$ cat config.mk
export PLATFORM = sky130hd
export DESIGN_NAME = regfile_scoreboard
export DESIGN_NICKNAME = d
export VERILOG_FILES = /design/src/rtl/regfile_scoreboard_pkg.sv /design/src/rtl/sb_pend_counter.sv /design/src/rtl/regfile_scoreboard.sv
export SDC_FILE = /design/constraint.sdc
export NUM_CORES = 1
export LEC_CHECK = 0
export CAP_MARGIN = 40
export CORE_MARGIN = 8
export CORE_UTILIZATION = 28
export CTS_BUF_LIST = sky130_fd_sc_hd__clkbuf_4
export DETAILED_ROUTE_END_ITERATION = 10
export SYNTH_ARGS = -nofsm -noshare
export SYNTH_HDL_FRONTEND = slang
export SYNTH_SLANG_ARGS = --single-unit
$ cat constraint.sdc
create_clock -name clk -period 4.87 [get_ports clk]
set_clock_uncertainty 0.2 [all_clocks]
set_input_delay 1.461 -clock clk [delete_from_list [all_inputs] [get_ports clk]]
set_output_delay 1.461 -clock clk [all_outputs]
set_load 0.1 [all_outputs]
$ cat src/rtl/regfile_scoreboard_pkg.sv
`default_nettype none
// ============================================================================
// Module      : regfile_scoreboard_pkg
// Description : Shared defaults and types for the issue-side register/CSR
//               scoreboard (register count, address width, in-flight limit,
//               per-register pending-count width).
// Revision    : 1.0 - initial release
// ============================================================================
package regfile_scoreboard_pkg;

  localparam int SB_ADDR_W       = 5;   // architectural register address width
  localparam int SB_NREGS        = 32;  // GPR count (16 for RV32E)
  localparam int SB_MAX_INFLIGHT = 3;   // EXU + LSU + WBU occupancy
  localparam int SB_PEND_W       = 2;   // per-register pending-count width

  typedef logic [SB_ADDR_W-1:0] sb_addr_t;

endpackage : regfile_scoreboard_pkg
`default_nettype wire

$ cat src/rtl/sb_pend_counter.sv
`default_nettype none
// ============================================================================
// Module      : sb_pend_counter
// Description : Up/down pending counter. Simultaneous inc and dec leave the
//               count unchanged. A decrement of zero holds zero and raises
//               underflow_o for that cycle.
// Ports       : clk, rst (async, active-high)
//               inc_i / dec_i   - count up / down request
//               cnt_o           - current registered count
//               underflow_o     - decrement requested while count is zero
// Revision    : 1.0 - initial release
// ============================================================================
module sb_pend_counter #(
  parameter int WIDTH = 2
) (
  input  logic             clk,
  input  logic             rst,
  input  logic             inc_i,
  input  logic             dec_i,
  output logic [WIDTH-1:0] cnt_o,
  output logic             underflow_o
);

  logic [WIDTH-1:0] cnt_q;
  logic [WIDTH-1:0] cnt_d;

  always_comb begin
    cnt_d       = cnt_q;
    underflow_o = 1'b0;
    if (inc_i && !dec_i) begin
      cnt_d = cnt_q + WIDTH'(1);
    end else if (dec_i && !inc_i) begin
      if (cnt_q == '0) begin
        underflow_o = 1'b1;
      end else begin
        cnt_d = cnt_q - WIDTH'(1);
      end
    end
  end

  always_ff @(posedge clk or posedge rst) begin
    if (rst) begin
      cnt_q <= '0;
    end else begin
      cnt_q <= cnt_d;
    end
  end

  assign cnt_o = cnt_q;

`ifndef SYNTHESIS
  // The count must never wrap past its all-ones maximum.
  always_ff @(posedge clk) begin
    if (!rst) begin
      assert (!(inc_i && !dec_i && (&cnt_q)))
        else $error("sb_pend_counter: increment beyond maximum count");
    end
  end
`endif

endmodule : sb_pend_counter
`default_nettype wire

$ cat src/rtl/regfile_scoreboard.sv
`default_nettype none
// ============================================================================
// Module      : regfile_scoreboard
// Description : Issue-side hazard controller between IDU and EXU. Counts
//               in-flight writes per GPR and to CSRs, plus total in-flight
//               instructions, and stalls the IDU->EXU handshake on RAW/CSR
//               hazards or when the in-flight limit is reached.
// Ports       : clk, rst (async, active-high)
//               idu_valid/idu_ready_o, exu_valid_o/exu_ready - gated handshake
//               rs1/rs2 addr+used, rd_addr/rd_wen, csr_acc   - issuing instr
//               wb_fire, wb_rd_addr, wb_rd_wen, wb_csr       - retirement
//               stall, busy, err                             - status
// Revision    : 1.0 - initial release
// ============================================================================
module regfile_scoreboard
  import regfile_scoreboard_pkg::*;
#(
  parameter int NREGS        = SB_NREGS,
  parameter int MAX_INFLIGHT = SB_MAX_INFLIGHT,
  parameter int PEND_W       = SB_PEND_W
) (
  input  logic                 clk,
  input  logic                 rst,
  input  logic                 idu_valid,
  output logic                 idu_ready_o,
  output logic                 exu_valid_o,
  input  logic                 exu_ready,
  input  logic [SB_ADDR_W-1:0] rs1_addr,
  input  logic [SB_ADDR_W-1:0] rs2_addr,
  input  logic                 rs1_used,
  input  logic                 rs2_used,
  input  logic [SB_ADDR_W-1:0] rd_addr,
  input  logic                 rd_wen,
  input  logic                 csr_acc,
  input  logic                 wb_fire,
  input  logic [SB_ADDR_W-1:0] wb_rd_addr,
  input  logic                 wb_rd_wen,
  input  logic                 wb_csr,
  output logic                 stall,
  output logic                 busy,
  output logic                 err
);

  localparam int NSLOT = 2 ** SB_ADDR_W;
  // One bit of headroom so the full compare never aliases a wrapped count.
  localparam int INF_W = PEND_W + 1;

  // Indexed directly by any 5-bit address. Slot 0 (x0) and slots >= NREGS
  // have no counter and read as zero, so they never stall and are never counted.
  logic [PEND_W-1:0] w_pend [NSLOT];
  logic [NSLOT-1:0]  w_pend_uf;
  logic [PEND_W-1:0] w_csr_pend;
  logic              w_csr_uf;
  logic [INF_W-1:0]  w_inflight;
  logic              w_inf_uf;
  logic              w_issue_fire;
  logic              w_full;
  logic              w_rs1_haz;
  logic              w_rs2_haz;
  logic              w_csr_haz;
  logic              err_q;
  logic              err_d;

  genvar r;
  generate
    for (r = 0; r < NSLOT; r++) begin : g_pend
      if (r == 0 || r >= NREGS) begin : g_untracked
        assign w_pend[r]    = '0;
        assign w_pend_uf[r] = 1'b0;
      end else begin : g_tracked
        logic w_inc;
        logic w_dec;
        assign w_inc = w_issue_fire & rd_wen  & (rd_addr    == SB_ADDR_W'(r));
        assign w_dec = wb_fire      & wb_rd_wen & (wb_rd_addr == SB_ADDR_W'(r));
        sb_pend_counter #(.WIDTH(PEND_W)) u_cnt (
          .clk        (clk),
          .rst        (rst),
          .inc_i      (w_inc),
          .dec_i      (w_dec),
          .cnt_o      (w_pend[r]),
          .underflow_o(w_pend_uf[r])
        );
      end
    end
  endgenerate

  sb_pend_counter #(.WIDTH(PEND_W)) u_csr_cnt (
    .clk        (clk),
    .rst        (rst),
    .inc_i      (w_issue_fire & csr_acc),
    .dec_i      (wb_fire & wb_csr),
    .cnt_o      (w_csr_pend),
    .underflow_o(w_csr_uf)
  );

  sb_pend_counter #(.WIDTH(INF_W)) u_inflight_cnt (
    .clk        (clk),
    .rst        (rst),
    .inc_i      (w_issue_fire),
    .dec_i      (wb_fire),
    .cnt_o      (w_inflight),
    .underflow_o(w_inf_uf)
  );

  // Hazards look only at registered counts: a producer retiring this cycle
  // writes the RF on this edge, so its consumer issues on the next cycle.
  // This also keeps wb_* off every combinational path to stall/ready.
  assign w_rs1_haz = rs1_used & (w_pend[rs1_addr] != '0);
  assign w_rs2_haz = rs2_used & (w_pend[rs2_addr] != '0);
  assign w_csr_haz = csr_acc  & (w_csr_pend != '0);
  assign w_full    = (w_inflight == INF_W'(MAX_INFLIGHT));

  assign stall        = w_rs1_haz | w_rs2_haz | w_csr_haz | w_full;
  assign w_issue_fire = idu_valid & exu_ready & ~stall;
  assign exu_valid_o  = idu_valid & ~stall;
  assign idu_ready_o  = exu_ready & ~stall;
  assign busy         = (w_inflight != '0);

  assign err_d = err_q | (|w_pend_uf) | w_csr_uf | w_inf_uf;

  always_ff @(posedge clk or posedge rst) begin
    if (rst) begin
      err_q <= 1'b0;
    end else begin
      err_q <= err_d;
    end
  end

  assign err = err_q;

endmodule : regfile_scoreboard
`default_nettype wire

Yosys cells after proc, flatten, opt, wreduce, memory -nomap -nowiden
Cells that the tools add are included.
{"block": "classes", "add_sub_neg": 66, "mul": 0, "div": 0, "order_cmp": 2, "eq_ne": 96, "shift": 0, "muxes": 204, "n_bitwise": 82, "reduce_logical": 236}
{"operator": "$mux 2", "n": 100}
{"operator": "$eq 5x5->1 const B", "n": 32}
{"operator": "$mux 1", "n": 99}
{"operator": "$eq 5x4->1 const B", "n": 16}
{"operator": "$and 1x1->1", "n": 73}
{"operator": "$reduce_bool 2->1", "n": 36}
{"operator": "$logic_and 1x1->1", "n": 66}
{"operator": "$logic_not 1->1", "n": 66}
{"operator": "$ne 2x1->1 const B", "n": 33}
{"operator": "$reduce_and 2->1", "n": 33}
{"operator": "$add 2x1->2 const B", "n": 32}
{"operator": "$logic_not 2->1", "n": 32}
{"operator": "$sub 2x1->2 const B", "n": 32}
{"operator": "$eq 5x3->1 const B", "n": 8}
{"operator": "$reduce_or 31->1", "n": 1}
{"operator": "$bmux 2 s5", "n": 2}
{"operator": "$eq 5x2->1 const B", "n": 4}
{"operator": "$ge 6x6->1 const B", "n": 2}
{"operator": "$not 5->6", "n": 2}
{"operator": "$eq 5x1->1 const B", "n": 2}
{"operator": "$mux 3", "n": 3}
{"operator": "$or 1x1->1", "n": 6}
{"operator": "$add 3x1->3 const B", "n": 1}
{"operator": "$eq 3x2->1 const B", "n": 1}
{"operator": "4 further kinds", "n": 4}
{"block": "word_totals", "ff_bits": 68, "latch_bits": 0, "ramBits": 0, "mem_bits_ro": 0, "out_inout_bits": 5, "mem_count": 0}

Depth between registers and ports, before layout
{"block": "logic_depth", "word_depth": 21, "mapped_depth": 16}

Modules after synthesis
A second synthesis with hierarchy kept.
{"block": "unflattened", "cells_unflattened": 901, "area_unflattened_um2": 6618.8}
{"module": "sb_pend_counter at g_pend[10].g_tracked.u_cnt ...", "instances": 32, "cells_each": 18, "area_each_um2": 147.6, "seq_area_each_um2": 50.0}
{"module": "regfile_scoreboard", "instances": 1, "cells_each": 302, "area_each_um2": 1667.8, "seq_area_each_um2": 25.0}
{"module": "sb_pend_counter at u_inflight_cnt", "instances": 1, "cells_each": 23, "area_each_um2": 226.5, "seq_area_each_um2": 75.1}

Worst setup path before layout
OpenSTA, ideal clock, no wires.
{"block": "synth_timing", "path_type": "input to output", "from": "input rs1_addr[0]", "to": "output stall", "t_arrival_ns": 3.524, "required_time_ns": 3.209, "path_slack_ns": -0.315, "path_stages": 7, "path_cell_list": "inv_2 -> mux4_2 -> mux2_2 -> o221ai_2 -> a22oi_2 -> buf_2 -> nand2_1"}
{"block": "synth_via", "elab_chain_len": 9}
{"element": "start: declaration", "line": "regfile_scoreboard.sv:28", "text": "input logic [SB_ADDR_W-1:0] rs1_addr,"}
{"element": "$not 5->6 (implied by the code)", "line": "regfile_scoreboard.sv:108", "text": "assign w_rs1_haz = rs1_used & (w_pend[rs1_addr] != '0);"}
{"element": "$bmux 2 s5", "line": "regfile_scoreboard.sv:108"}
{"element": "$mux 2 (implied by the code) (2 in series)", "line": "regfile_scoreboard.sv:108"}
{"element": "$reduce_bool 2->1", "line": "regfile_scoreboard.sv:108"}
{"element": "$and 1x1->1", "line": "regfile_scoreboard.sv:108"}
{"element": "$or 1x1->1 (3 in series)", "line": "regfile_scoreboard.sv:113", "text": "assign stall = w_rs1_haz | w_rs2_haz | w_csr_haz | w_full;"}
{"element": "end: declaration", "line": "regfile_scoreboard.sv:39", "text": "output logic stall,"}
No other way between the ends. The select of a mux whose other input is x is not followed.

Final worst setup path
{"block": "layout_timing", "from": "input rs2_addr[1]", "to": "output exu_valid_o"}
{"block": "layout_via", "elab_chain_len": 11}
{"element": "start: declaration", "line": "regfile_scoreboard.sv:29", "text": "input logic [SB_ADDR_W-1:0] rs2_addr,"}
{"element": "$not 5->6 (implied by the code)", "line": "regfile_scoreboard.sv:109", "text": "assign w_rs2_haz = rs2_used & (w_pend[rs2_addr] != '0);"}
{"element": "$bmux 2 s5", "line": "regfile_scoreboard.sv:109"}
{"element": "$mux 2 (implied by the code) (2 in series)", "line": "regfile_scoreboard.sv:109"}
{"element": "$reduce_bool 2->1", "line": "regfile_scoreboard.sv:109"}
{"element": "$and 1x1->1", "line": "regfile_scoreboard.sv:109"}
{"element": "$or 1x1->1 (3 in series)", "line": "regfile_scoreboard.sv:113"}
{"element": "$not 1->1", "line": "regfile_scoreboard.sv:115", "text": "assign exu_valid_o = idu_valid & ~stall;"}
{"element": "$and 1x1->1", "line": "regfile_scoreboard.sv:115"}
{"element": "end: declaration", "line": "regfile_scoreboard.sv:26", "text": "output logic exu_valid_o,"}
No other way between the ends. The select of a mux whose other input is x is not followed.

==> impl_metrics.tcl <==
set metrics [dict create \
    syn2layout_area_growth_pct 27.9 \
    synth_top_area_share 0.268 \
    postCtsHoldBufs 0 \
    setup_ws_ns -0.0803 \
    portBuffers 35 \
    period_minus_slack_ns 4.95 \
    post-route-period-util 1.02 \
    detail_route.wl_per_cell_um 17.1 \
    cts_buffers 9 \
    tns_ns -0.178 \
    std_cell_rows 55 \
    die_h_um 167 \
    synth_fp_nets 928 \
    drc 2 \
    wl_met3_mm 1.56 \
    yosys.area_share.simple 0.336 \
    ys_ff_latch 68 \
    clockRootBuffer "clkbuf_4" \
    start_kind "input port" \
    ios 36 \
    p_int_mw 1.01 \
    clk_path_buf_depth 2 \
    hold_path.class "register to register" \
    via_per_inst 5.24 \
    leakage_nw 3.96 \
    p_switching_uw 732 \
    gr-total-overflow 0 \
    status "complete, but fails checks" \
    grt_pass1_vias 6013 \
    core-area_um2 22400 \
    worst_pin_slew_ns 0.630 \
    synth.cell_area_um2 6350 \
    clock.fmax_mhz 202 \
    powerDensity_nw_per_um2 214 \
    ys_types 56 \
    crit_type "input port to primary output" \
    vias 6556 \
    fp.dieArea_um2 27800 \
    ys.warnings.count 0 \
    pwr-share-comb 0.377 \
    grt_max_degree 44 \
    synth_top_family_by_area "simple AND/OR/NAND/NOR gates" \
    pwr-share-clk 0.206 \
    start_util 0.283 \
    async_reset_ff_frac 1.00 \
    routed.top_layer "met5" \
    grt_util_all_layers 0.153 \
    synthFlopType "dfrtp_1" \
    synthAdderAreaFrac 0.133 \
    final_common_cell "nand2_1" \
    synth_compound_area_frac 0.146 \
    met1_length_mm 9.38 \
    p_seq_frac 0.417 \
    max_slew_margin 0.579 \
    synth.area.mux_share 0.0486 \
    drt_first_iter_violations 697 \
    grt_pass1_wl_mm 33.5 \
    avgSynthCellArea_um2 7.66 \
    end_kind "primary output" \
    cts_tree "yes" \
    switching_share 0.420 \
    layout_common_cells "nand2_1, buf_4, nor2_1" \
    finalHoldViolCount 0 \
    cp_max_fo 7 \
    route.met2.wl_mm 9.68 \
    finalNetCount 1059 \
    drt_wl_total_mm 21.4 \
    synth_area_leader_cell "dfrtp_1" \
    setup_viol 3 \
    synth_xor_area_frac 0.00276 \
    dpl.hpwl_mm 16.8 \
    synth_cells 830 \
    htreeDepth 3 \
    rsz0062_at_grt "true" \
    antenna_found_initial 2 \
    cp.required_ns 3.21 \
    drv_cap 0 \
    arrival_ns 3.29 \
    dpl.cell_count 1218 \
    synth_edf_count 0 \
    seq_area_frac_synth 0.268 \
    drt-pass1-iter-count 9 \
    drtAntennaViolNets 0 \
    gp_congestion 0.957 \
    violations "design-rule violations, negative setup slack" \
    worst_setup_hold_path_clk_slew_ns 0.12 \
    ir_drop_v 0.000125 \
    slew_viol_final 0 \
    ys_top_cells_by_area "dfrtp_1, ha_1, nand2_1" \
    clock_latency_ns 0.48 \
    drive_gt1_frac 0.169 \
    cts.sinks 68 \
    die_x_um 167 \
    fin_cells 1252 \
]
sequential cells by signal, summed over array words and instances (netlist names):
register,count
u_inflight_cnt.cnt_o,3
g_pend.g_tracked.u_cnt.cnt_o,62
err,1
u_csr_cnt.cnt_o,2
final timing paths:
path / startpoint / end / slack, ns / cells past startpoint
hold / removal: u_inflight_cnt.cnt_o[2]$_DFFE_PP0P_ / u_inflight_cnt.cnt_o[2]$_DFFE_PP0P_ / 0.32 / 1
setup reg to reg: g_pend[30].g_tracked.u_cnt.cnt_o[0]$_DFFE_PP0P_ / err$_DFF_PP0_ / 0.59 / 15
hold reg to reg: u_inflight_cnt.cnt_o[2]$_DFFE_PP0P_ / u_inflight_cnt.cnt_o[2]$_DFFE_PP0P_ / 0.32 / 1
max in group asynchronous: rst / g_pend[23].g_tracked.u_cnt.cnt_o[0]$_DFFE_PP0P_ / 2.78 / 3
min in group asynchronous: rst / g_pend[16].g_tracked.u_cnt.cnt_o[0]$_DFFE_PP0P_ / 1.15 / 3
setup / recovery: rs2_addr[1] / exu_valid_o / -0.08 / 11
power groups by stage:
| stage | Combinational, mW | Sequential (mW) | Clock, mW |
|---|---|---|---|
| after floorplan | 0.380 | 0.709 | 0 |
| after global placement | 0.588 | 0.735 | 0 |
| after detailed placement | 0.605 | 0.735 | 0 |
| after CTS | 0.641 | 0.725 | 0.373 |
| after global routing | 0.708 | 0.739 | 0.399 |
| final | 0.657 | 0.727 | 0.358 |
per-layer routing:
metal | vias to the layer above | global-route usage
met3 | 60 | 0.0366
met5 | - | 0
met4 | 2 | 0.0603
met1 | 3032 | 0.197
met2 | 245 | 0.243
li1 | 3217 | -
per-stage QoR:
stage | util | area, um2 | setup slack [ns] | power (mW) | hold slack [ns]
after floorplan | - | 6360 | -0.0526 | 1.09 | 0.271
after global placement | 0.341 | 7650 | -0.490 | 1.32 | 0.295
after detailed placement | 0.343 | 7700 | -0.602 | 1.34 | 0.307
after CTS | 0.359 | 8060 | -0.0385 | 1.74 | 0.325
after global routing | 0.362 | 8130 | -0.136 | 1.85 | 0.347
final | 0.362 | 8130 | -0.0803 | 1.74 | 0.324
synthesized netlist by cell type, types with 2 or more instances:
master and number:
o211ai_1 4, xor2_1 2, o311ai_1 2, inv_1 77, mux4_2 7, a21o_1 10, nand4_1 34, nand2b_1 11
a211o_1 2, ha_1 66, or3_1 4, a21oi_1 21, clkbuf_1 10, a211oi_1 6, buf_4 3, nand2_1 112
nor3b_1 18, nor2b_1 40, buf_2 4, nor4b_1 12, nor4_1 28, o22ai_1 18, nand3_1 15, and3_1 11
nand3b_1 3, nor2_1 93, mux2i_1 14, a31oi_1 11, nor3_1 35, o21ai_0 61, buf_6 4, dfrtp_1 68
worst max-delay path, cell delays in order:
cell	delay (ns)
buf_8	0.08
buf_12	0.12
buf_4	0.12
nand2b_4	0.13
a211oi_1	0.07
o41ai_2	0.34
o311ai_2	0.19
a22oi_2	0.22
buf_6	0.16
and3_4	0.20
buf_12	0.17
cells by family (layout without fill, tap and decap cells):
group	count (synthesis)	count (layout)
flops	68	68
simple gates	422	422
xor+xnor	2	2
other cells	0	1
compound gates	149	149
mux	22	22
fa+ha+maj	67	67
buf+inv	100	236
final cells by class:
cell class	count	area [um2]
antenna	1	2.50
clock buffer	9	67.6
clock inverter	7	52.6
fill	2293	14300
inverter	78	300
multi-input combinational	662	4340
sequential	68	1700
tap	285	357
timing repair buffer	142	1310
what timing repair did:
item,4_1_cts,5_1_grt
gates resized for setup,52,11
endpoints found under the setup margin,4,4
pin swaps,9,6
cloned,2,0
setup buffers,13,2
No activity file was read; power rests on OpenSTA's default activity.
